[src/rtl/ball_pkg.sv]
// ============================================================================
// ball_pkg : shared constants and FSM encoding for the ball motion controller
// Rev 1.0  : initial release
// ============================================================================
`default_nettype none

package ball_pkg;

    localparam int C_POS_W     = 10;
    localparam int C_SPEED_W   = 3;
    localparam int C_STATE_W   = 2;

    localparam int C_DEF_H_RES  = 640;
    localparam int C_DEF_V_RES  = 480;
    localparam int C_DEF_RADIUS = 100;
    localparam int C_DEF_INIT_X = 320;
    localparam int C_DEF_INIT_Y = 240;

    typedef enum logic [C_STATE_W-1:0] {
        ST_IDLE   = 2'd0,
        ST_CALC_X = 2'd1,
        ST_CALC_Y = 2'd2,
        ST_COMMIT = 2'd3
    } state_e;

endpackage

`default_nettype wire

[src/rtl/ball_motion_ctrl_axis_step.sv]
// ============================================================================
// ball_axis_step : one-axis clamped step with edge bounce (combinational)
// Rev 1.0        : initial release
// ============================================================================
`default_nettype none

module ball_axis_step
    import ball_pkg::*;
(
    input  logic [C_POS_W-1:0]   i_p,
    input  logic                 i_dir,
    input  logic [C_SPEED_W-1:0] i_speed,
    input  logic [C_POS_W-1:0]   i_min,
    input  logic [C_POS_W-1:0]   i_max,
    output logic [C_POS_W-1:0]   o_n,
    output logic                 o_dir,
    output logic                 o_flip
);

    logic [C_POS_W:0] w_speed_ext;
    logic [C_POS_W:0] w_sum;
    logic [C_POS_W:0] w_floor;

    // 11-bit sums so p+speed near the top of the range cannot wrap
    assign w_speed_ext = {{(C_POS_W+1-C_SPEED_W){1'b0}}, i_speed};
    assign w_sum       = {1'b0, i_p} + w_speed_ext;
    assign w_floor     = {1'b0, i_min} + w_speed_ext;

    always_comb begin
        o_n    = i_p;
        o_dir  = i_dir;
        o_flip = 1'b0;
        if (i_speed != '0) begin
            if (i_dir) begin
                if (w_sum >= {1'b0, i_max}) begin
                    o_n    = i_max;
                    o_dir  = 1'b0;
                    o_flip = 1'b1;
                end else begin
                    o_n = w_sum[C_POS_W-1:0];
                end
            end else begin
                if ({1'b0, i_p} <= w_floor) begin
                    o_n    = i_min;
                    o_dir  = 1'b1;
                    o_flip = 1'b1;
                end else begin
                    o_n = i_p - w_speed_ext[C_POS_W-1:0];
                end
            end
        end
    end

endmodule

`default_nettype wire

[src/rtl/ball_motion_ctrl.sv]
// ============================================================================
// ball_motion_ctrl : frame-synchronous sprite motion with shadowed commit
// Rev 1.0          : initial release
// ============================================================================
`default_nettype none

module ball_motion_ctrl
    import ball_pkg::*;
#(
    parameter int H_RES  = C_DEF_H_RES,
    parameter int V_RES  = C_DEF_V_RES,
    parameter int RADIUS = C_DEF_RADIUS,
    parameter int INIT_X = C_DEF_INIT_X,
    parameter int INIT_Y = C_DEF_INIT_Y,
    parameter int DIV_W  = 4
) (
    input  logic                 clk,
    input  logic                 reset,
    input  logic                 frame_start,
    input  logic                 run,
    input  logic [C_SPEED_W-1:0] speed,
    input  logic [DIV_W-1:0]     frame_div,
    output logic [C_POS_W-1:0]   ball_x,
    output logic [C_POS_W-1:0]   ball_y,
    output logic                 dir_x,
    output logic                 dir_y,
    output logic [1:0]           bounce,
    output logic                 busy,
    output logic [7:0]           step_count
);

    localparam logic [C_POS_W-1:0] C_XMIN  = C_POS_W'(RADIUS);
    localparam logic [C_POS_W-1:0] C_XMAX  = C_POS_W'(H_RES - 1 - RADIUS);
    localparam logic [C_POS_W-1:0] C_YMIN  = C_POS_W'(RADIUS);
    localparam logic [C_POS_W-1:0] C_YMAX  = C_POS_W'(V_RES - 1 - RADIUS);
    localparam logic [C_POS_W-1:0] C_INITX = C_POS_W'(INIT_X);
    localparam logic [C_POS_W-1:0] C_INITY = C_POS_W'(INIT_Y);
    localparam logic [DIV_W-1:0]   C_DIV_ONE = {{(DIV_W-1){1'b0}}, 1'b1};

    state_e               state_q, state_d;
    logic [DIV_W-1:0]     div_cnt_q, div_cnt_d;
    logic [C_POS_W-1:0]   shadow_x_q, shadow_x_d;
    logic [C_POS_W-1:0]   shadow_y_q, shadow_y_d;
    logic                 shadow_dx_q, shadow_dx_d;
    logic                 shadow_dy_q, shadow_dy_d;
    logic [1:0]           flip_q, flip_d;
    logic [C_POS_W-1:0]   ball_x_q, ball_x_d;
    logic [C_POS_W-1:0]   ball_y_q, ball_y_d;
    logic                 dir_x_q, dir_x_d;
    logic                 dir_y_q, dir_y_d;
    logic [1:0]           bounce_q, bounce_d;
    logic [7:0]           step_cnt_q, step_cnt_d;

    logic                 w_accept;
    logic                 w_launch;
    logic                 w_busy;
    logic                 w_calc_y;
    logic [C_POS_W-1:0]   w_p;
    logic                 w_dir;
    logic [C_POS_W-1:0]   w_min;
    logic [C_POS_W-1:0]   w_max;
    logic [C_POS_W-1:0]   w_n;
    logic                 w_new_dir;
    logic                 w_flip;

    // Frames arriving while busy never reach the divider
    assign w_accept = (state_q == ST_IDLE) && frame_start;
    assign w_launch = w_accept && run && (div_cnt_q >= frame_div);

    // A single step unit is shared; the FSM state selects which axis feeds it
    assign w_p   = w_calc_y ? ball_y_q : ball_x_q;
    assign w_dir = w_calc_y ? dir_y_q  : dir_x_q;
    assign w_min = w_calc_y ? C_YMIN   : C_XMIN;
    assign w_max = w_calc_y ? C_YMAX   : C_XMAX;

    ball_axis_step u_axis_step (
        .i_p     (w_p),
        .i_dir   (w_dir),
        .i_speed (speed),
        .i_min   (w_min),
        .i_max   (w_max),
        .o_n     (w_n),
        .o_dir   (w_new_dir),
        .o_flip  (w_flip)
    );

    always_ff @(posedge clk or posedge reset) begin
        if (reset) begin
            state_q <= ST_IDLE;
        end else begin
            state_q <= state_d;
        end
    end

    always_comb begin
        state_d = state_q;
        case (state_q)
            ST_IDLE:   if (w_launch) state_d = ST_CALC_X;
            ST_CALC_X: state_d = ST_CALC_Y;
            ST_CALC_Y: state_d = ST_COMMIT;
            ST_COMMIT: state_d = ST_IDLE;
            default:   state_d = ST_IDLE;
        endcase
    end

    always_comb begin
        w_busy   = (state_q != ST_IDLE);
        w_calc_y = (state_q == ST_CALC_Y);
    end

    always_comb begin
        div_cnt_d   = div_cnt_q;
        shadow_x_d  = shadow_x_q;
        shadow_y_d  = shadow_y_q;
        shadow_dx_d = shadow_dx_q;
        shadow_dy_d = shadow_dy_q;
        flip_d      = flip_q;
        ball_x_d    = ball_x_q;
        ball_y_d    = ball_y_q;
        dir_x_d     = dir_x_q;
        dir_y_d     = dir_y_q;
        bounce_d    = 2'b00;
        step_cnt_d  = step_cnt_q;

        if (w_accept) begin
            if (!run) begin
                div_cnt_d = '0;
            end else if (w_launch) begin
                div_cnt_d = '0;
            end else begin
                div_cnt_d = div_cnt_q + C_DIV_ONE;
            end
        end

        case (state_q)
            ST_CALC_X: begin
                shadow_x_d  = w_n;
                shadow_dx_d = w_new_dir;
                flip_d[0]   = w_flip;
            end
            ST_CALC_Y: begin
                shadow_y_d  = w_n;
                shadow_dy_d = w_new_dir;
                flip_d[1]   = w_flip;
            end
            ST_COMMIT: begin
                ball_x_d   = shadow_x_q;
                ball_y_d   = shadow_y_q;
                dir_x_d    = shadow_dx_q;
                dir_y_d    = shadow_dy_q;
                bounce_d   = flip_q;
                step_cnt_d = step_cnt_q + 8'd1;
            end
            default: ;
        endcase
    end

    always_ff @(posedge clk or posedge reset) begin
        if (reset) begin
            div_cnt_q   <= '0;
            shadow_x_q  <= C_INITX;
            shadow_y_q  <= C_INITY;
            shadow_dx_q <= 1'b1;
            shadow_dy_q <= 1'b1;
            flip_q      <= 2'b00;
            ball_x_q    <= C_INITX;
            ball_y_q    <= C_INITY;
            dir_x_q     <= 1'b1;
            dir_y_q     <= 1'b1;
            bounce_q    <= 2'b00;
            step_cnt_q  <= 8'd0;
        end else begin
            div_cnt_q   <= div_cnt_d;
            shadow_x_q  <= shadow_x_d;
            shadow_y_q  <= shadow_y_d;
            shadow_dx_q <= shadow_dx_d;
            shadow_dy_q <= shadow_dy_d;
            flip_q      <= flip_d;
            ball_x_q    <= ball_x_d;
            ball_y_q    <= ball_y_d;
            dir_x_q     <= dir_x_d;
            dir_y_q     <= dir_y_d;
            bounce_q    <= bounce_d;
            step_cnt_q  <= step_cnt_d;
        end
    end

    assign ball_x     = ball_x_q;
    assign ball_y     = ball_y_q;
    assign dir_x      = dir_x_q;
    assign dir_y      = dir_y_q;
    assign bounce     = bounce_q;
    assign busy       = w_busy;
    assign step_count = step_cnt_q;

endmodule

`default_nettype wire

[config.mk]
export PLATFORM = sky130hd
export DESIGN_NAME = ball_motion_ctrl
export DESIGN_NICKNAME = d
export VERILOG_FILES = /design/src/rtl/ball_pkg.sv /design/src/rtl/ball_motion_ctrl_axis_step.sv /design/src/rtl/ball_motion_ctrl.sv
export SDC_FILE = /design/constraint.sdc
export NUM_CORES = 1
export LEC_CHECK = 0
export ABC_AREA = 1
export CORE_UTILIZATION = 45
export CTS_CLUSTER_DIAMETER = 60
export DETAILED_ROUTE_END_ITERATION = 12
export MAX_ROUTING_LAYER = met4
export PLACE_DENSITY = 0.62
export SLEW_MARGIN = 5
export SYNTH_ARGS = -nofsm -noshare
export SYNTH_HDL_FRONTEND = slang
export SYNTH_SLANG_ARGS = --single-unit
export TNS_END_PERCENT = 5
[constraint.sdc]
create_clock -name clk -period 5.9 [get_ports clk]
set_clock_uncertainty 0.1 [all_clocks]
set_input_delay 1.475 -clock clk [delete_from_list [all_inputs] [get_ports clk]]
set_output_delay 1.475 -clock clk [all_outputs]
set_load 0.1 [all_outputs]
Yosys cells after proc, flatten, opt, wreduce, memory -nomap -nowiden
Cells that the tools add are included.
{ "word_totals": {"reg_bits": 62, "inputBits": 11, "word_cells": 51} }
{ "op_classes": {"addsub": 5, "magnitude_cmp": 3, "eq_ne": 4, "muxes": 19, "n_reduce_logical": 6} }
{ "ops": {"columns": ["op", "count"], "rows": [
  ["$mux W10", 6],
  ["$add A10 B3 Y11", 1],
  ["$ge A11 B10 Y1", 1],
  ["$le A10 B11 Y1", 1],
  ["$sub A10 B3 Y10", 1],
  ["$add A7 B3 Y8 const A", 1],
  ["$add A8 B1 Y8 const B", 1],
  ["$mux W1", 8],
  ["$mux W4", 2],
  ["$pmux W2 S4", 1],
  ["$add A4 B1 Y4 const B", 1],
  ["$eq A2 B2 Y1 const B", 2],
  ["$ge A4 B4 Y1", 1],
  ["$mux W2", 2],
  ["$logic_and A1 B1 Y1", 3],
  ["$reduce_bool A3 Y1", 1],
  ["$eq A2 B1 Y1 const B", 1],
  ["$logic_not A2 Y1", 1],
  ["$ne A2 B2 Y1 const B", 1],
  ["$reduce_bool A2 Y1", 1]
]} }

Logic depth before layout (Yosys ltp)
{ "depth": {"depth_word": 7, "ltp_mapped": 30, "depth_no_buf": 27} }

Hierarchy
Synthesis repeated with hierarchy kept, for this count alone.
{ "hier_totals": {"hier_cells": 632, "hier_area_um2": 4631.9} }
{ "modules_own_cells": {"columns": ["module", "n_inst", "cells_per_inst", "area_each_um2", "seq_area_each_um2"], "rows": [
  ["ball_motion_ctrl", 1, 292, 2776.4, 1571.5],
  ["ball_axis_step", 1, 340, 1855.5, 0.0]
]} }

Worst setup path after synthesis
Ideal clock, no wire load.
{ "synth_timing": {"path_kind": "input port to flip-flop", "startpoint": "input speed[0]", "endpoint": "register shadow_x_q[9]", "arrival_ns": 3.755, "required_ns": 5.683, "slack_ns": 1.928, "stages": 22, "path_cell_list": "ha_1 fa_1 nand2_1 nand2_1 nand3_1 nor2_1 a211oi_1 ha_1 nand2_1 inv_1 nand2_1 nor2_1 nand2_1 nand3_1 nand2_1 nand2_2 nand2_1 nand3_1 nand3_1 nand2_1 nand3_1 nand2_1"} }
{ "synth_via": {"elab_chain_cells": 5, "word_cells_on_any_way": 10, "cone_classes": "add/sub (3); order compare (2); mux (4); reduce/logical (1)"} }
{ "synth_lines": {"columns": ["item", "line", "source"], "rows": [
  ["start: declaration", "ball_motion_ctrl.sv:21", "input logic [C_SPEED_W-1:0] speed,"],
  ["$add A10 B3 Y11 / $add A7 B3 Y8 (equally long branches)", "ball_motion_ctrl_axis_step.sv:26, ball_motion_ctrl_axis_step.sv:27", null],
  ["$ge A11 B10 Y1 / $le A10 B11 Y1 (equally long branches)", "ball_motion_ctrl_axis_step.sv:35, ball_motion_ctrl_axis_step.sv:43", null],
  ["$mux W10 (on tied branches)", "ball_motion_ctrl_axis_step.sv:35, ball_motion_ctrl_axis_step.sv:43", null],
  ["$mux W10", "ball_motion_ctrl_axis_step.sv:34", "if (i_dir) begin"],
  ["$mux W10 *", "ball_motion_ctrl_axis_step.sv:33", "if (i_speed != '0) begin"],
  ["end signal: assignment", "ball_motion_ctrl.sv:174", "shadow_x_q <= shadow_x_d;"],
  ["end: declaration", "ball_motion_ctrl.sv:42", "logic [C_POS_W-1:0] shadow_x_q, shadow_x_d;"]
]} }
Mark *: on every way between the ends. The rest lies on a longest branch, timed or not.
A chain may end at the register's enable or synchronous reset.

Final worst setup path
{ "layout_timing": {"startpoint": "input speed[0]", "endpoint": "register shadow_x_q[6]"} }
The elaborated chain is that of the path after synthesis.

==> out/results.ini <==
[clock_network]
htreeDepth = 3
insertion_delay_ps = 350
clk_pin_slew_ps = 70
cts_setup_buffers = 0
cts_tree = yes
cts_root_buffer = clkbuf_8
cts_resized = 0
cts_buffer_depth = 2
cts_buffers = 9
clock_sinks = 62
cts-hold-fix-buffers = 0

[critical_path]
worstSetupEndpointType = flip-flop
critPathMostFrequentCell = nand2_1
cp_data_arrival_time_ps = 4930
crit_chain = clkdlybuf4s50_1 > ha_1 > fa_1 > nand2_1 > nand2_1 > nand3_1 > nor2_1 > a211oi_1 > ha_1 > nand2_1 > inv_1 > nand2_1 > nor2_1 > nand2_1 > nand3_1 > nand2_1 > nand2_2 > nand2_1 > nand3_1 > nand3_1 > nand2_1 > nand2_1 > nand2_1 > nand2_1
cp_max_fo = 4
crit_slowest_cell = clkdlybuf4s50_1
worst_r2r_path_depth = 27
critPathTopFamily = simple AND/OR/NAND/NOR gates
crit_type = primary input to flip-flop
rrSetupSlack_ps = 1410
cp-start-kind = primary input
crit_required_ps = 6090
regToRegEndpoint = shadow_x_q[6]
regToRegStartpoint = state_q[0]
max_stage_delay_ps = 460
crit_buf_inv = 2

[min_path]
hold_class = flip-flop to flip-flop
holdPathStages = 2
holdCritStartpoint = shadow_x_q[8]
whs_endpoint = shadow_x_q[8]

[synthesis]
synth.most_common_cell = nand2_1
yosys.cell_types.count = 40
netlist_area_um2 = 3980
synthTopCellsByArea = dfrtp_1, nand2_1, dfstp_2, ha_1, inv_1
async_flop_share = 1.00
syn_inst = 497
yosys.area.top_type = dfrtp_1
ys_ff_latch = 62
synth-seq-area-share = 0.395
synth_flop_cell = dfrtp_1
synth_common_cells = nand2_1, inv_1, dfrtp_1, o21ai_0, nand3_1
ys_warn_count = 0
synth_top_area_share = 0.289
avgSynthCellArea_um2 = 8.01
syn-num-nets = 534
synth-edff-count = 0

[die]
die_w_um = 96.0
die_h_um = 96.0
rows = 33
coreArea_um2 = 8380
ioPinCount = 44
start_util = 0.475
die-area_um2 = 9220

[route]
drc = 0
drt_pass1_iterations = 5
wl_um = 9450
via_per_inst = 5.13
vias = 3339
ant_nets = 0
post_drt_wl_per_cell_um = 14.5
initialDrtViolationCount = 164

[placed_design]
place_congestion = 0.964
io_buffers = 43
placed_cells = 635
hpwl_um = 6850
dp_slack_ps = 887

[final_layout]
fin_util = 0.558
filler_cell_count = 780
syn2layout_area_growth_pct = 17.6
final_cells = 651
fin_nets = 578
diodes = 0
layout-drive-gt1-share = 0.154

[sta]
fin_tns_setup_ps = 0
period_minus_slack_ps = 4740
tightest_slew_ps = 989
timing.final.crit_share = 0.803
hold_viol_final = 0
finalMaxSlewViolations = 0
rsz0062_at_grt = no
setup_ws_ps = 1160
timing.slew.headroom = 0.339
setup_viol = 0
fmax_mhz = 211

[global_route]
grtUsageTotal = 0.234
grt_max_degree = 63
grt_pass1_vias = 3201
overflow = 0
grt_first_pass_wirelength_um = 15700
antenna_found_initial = 0

[run_status]
status = finished clean

[flow_run]
drv_cap = 0

sequential cells by signal, summed over array words and instances (netlist names):
register and count:
flip_q 2, shadow_y_q 10, shadow_x_q 10, ball_x 10
bounce 2, div_cnt_q 4, step_count 8, shadow_dx_q 1
state_q 2, shadow_dy_q 1, dir_y 1, ball_y 10
dir_x 1
tightest hold or removal path: stages, from the launching register on:
cell	delay [ps]
dfstp_2	370
nand2_1	60
nand2_1	50
kinds of logic (layout without fill, tap and decap cells):
group | after synthesis | count (layout) | synth area share
DFF | 62 | 62 | 0.395
adders and majority gates | 26 | 26 | 0.0855
buffers and inverters | 74 | 123 | 0.0795
xor gates and xnor gates | 18 | 18 | 0.0396
and+or+nand+nor | 246 | 246 | 0.286
muxes | 8 | 8 | 0.0226
AOI/OAI and AO/OA | 63 | 63 | 0.0918
area by class of cell:
cell class / instances / area, um2 / share of cell area
clock inverter: 6 / 62.6 / 0.0134
sequential: 62 / 1570 / 0.336
tap: 105 / 131 / 0.0281
multi-input combinational: 361 / 2090 / 0.447
inverter: 58 / 220 / 0.0470
timing repair buffer: 49 / 475 / 0.102
clock buffer: 10 / 128 / 0.0273
stage by stage:
step                instance area, um2  hold slack, ps
floorplan                         3980             336
global placement                  4490             358
detailed placement                4490             361
CTS                               4680             375
global route                      4680             394
finish                            4680             372
how the worst max path moves through the flow:
stage / start / end / slack (ps) / cells after the start
2_1_floorplan: speed[0] / shadow_x_q[9] / 1930 / 22
3_3_place_gp: speed[0] / shadow_x_q[8] / 860 / 24
3_5_place_dp: speed[0] / shadow_y_q[9] / 890 / 23
4_1_cts: speed[0] / shadow_x_q[6] / 1240 / 24
5_1_grt: speed[0] / shadow_x_q[8] / 990 / 24
6_report: speed[0] / shadow_x_q[6] / 1160 / 24
routing by layer:
metal | up-vias | part of all wire | global-route usage
li1 | 1665 | - | -
met1 | 1579 | 0.47 | 0.313
met2 | 76 | 0.45 | 0.345
met3 | 19 | 0.049 | 0.0395
met4 | 0 | 0.024 | 0.107
met5 | - | 0 | -
cells in the final DEF, fill, tap and decap left out, types with 3 or more instances in the layout:
cell and instances:
a21oi_1 12, a21oi_2 3, buf_4 6, clkbuf_8 9
clkdlybuf4s50_1 43, clkinvlp_4 3, dfrtp_1 46, dfstp_2 16
ha_1 24, inv_1 55, mux2_2 8, nand2_1 162
nand2_2 9, nand2_4 6, nand3_1 29, nand3_2 6
nand4_1 6, nor2_1 15, nor2_2 3, nor3_1 3
o211ai_1 3, o21ai_0 32, o21ai_1 5, xnor2_1 4
xor2_1 14
Power is not shown: default switching activity piles up to over one toggle a cycle in this logic, so the estimate is an artifact.
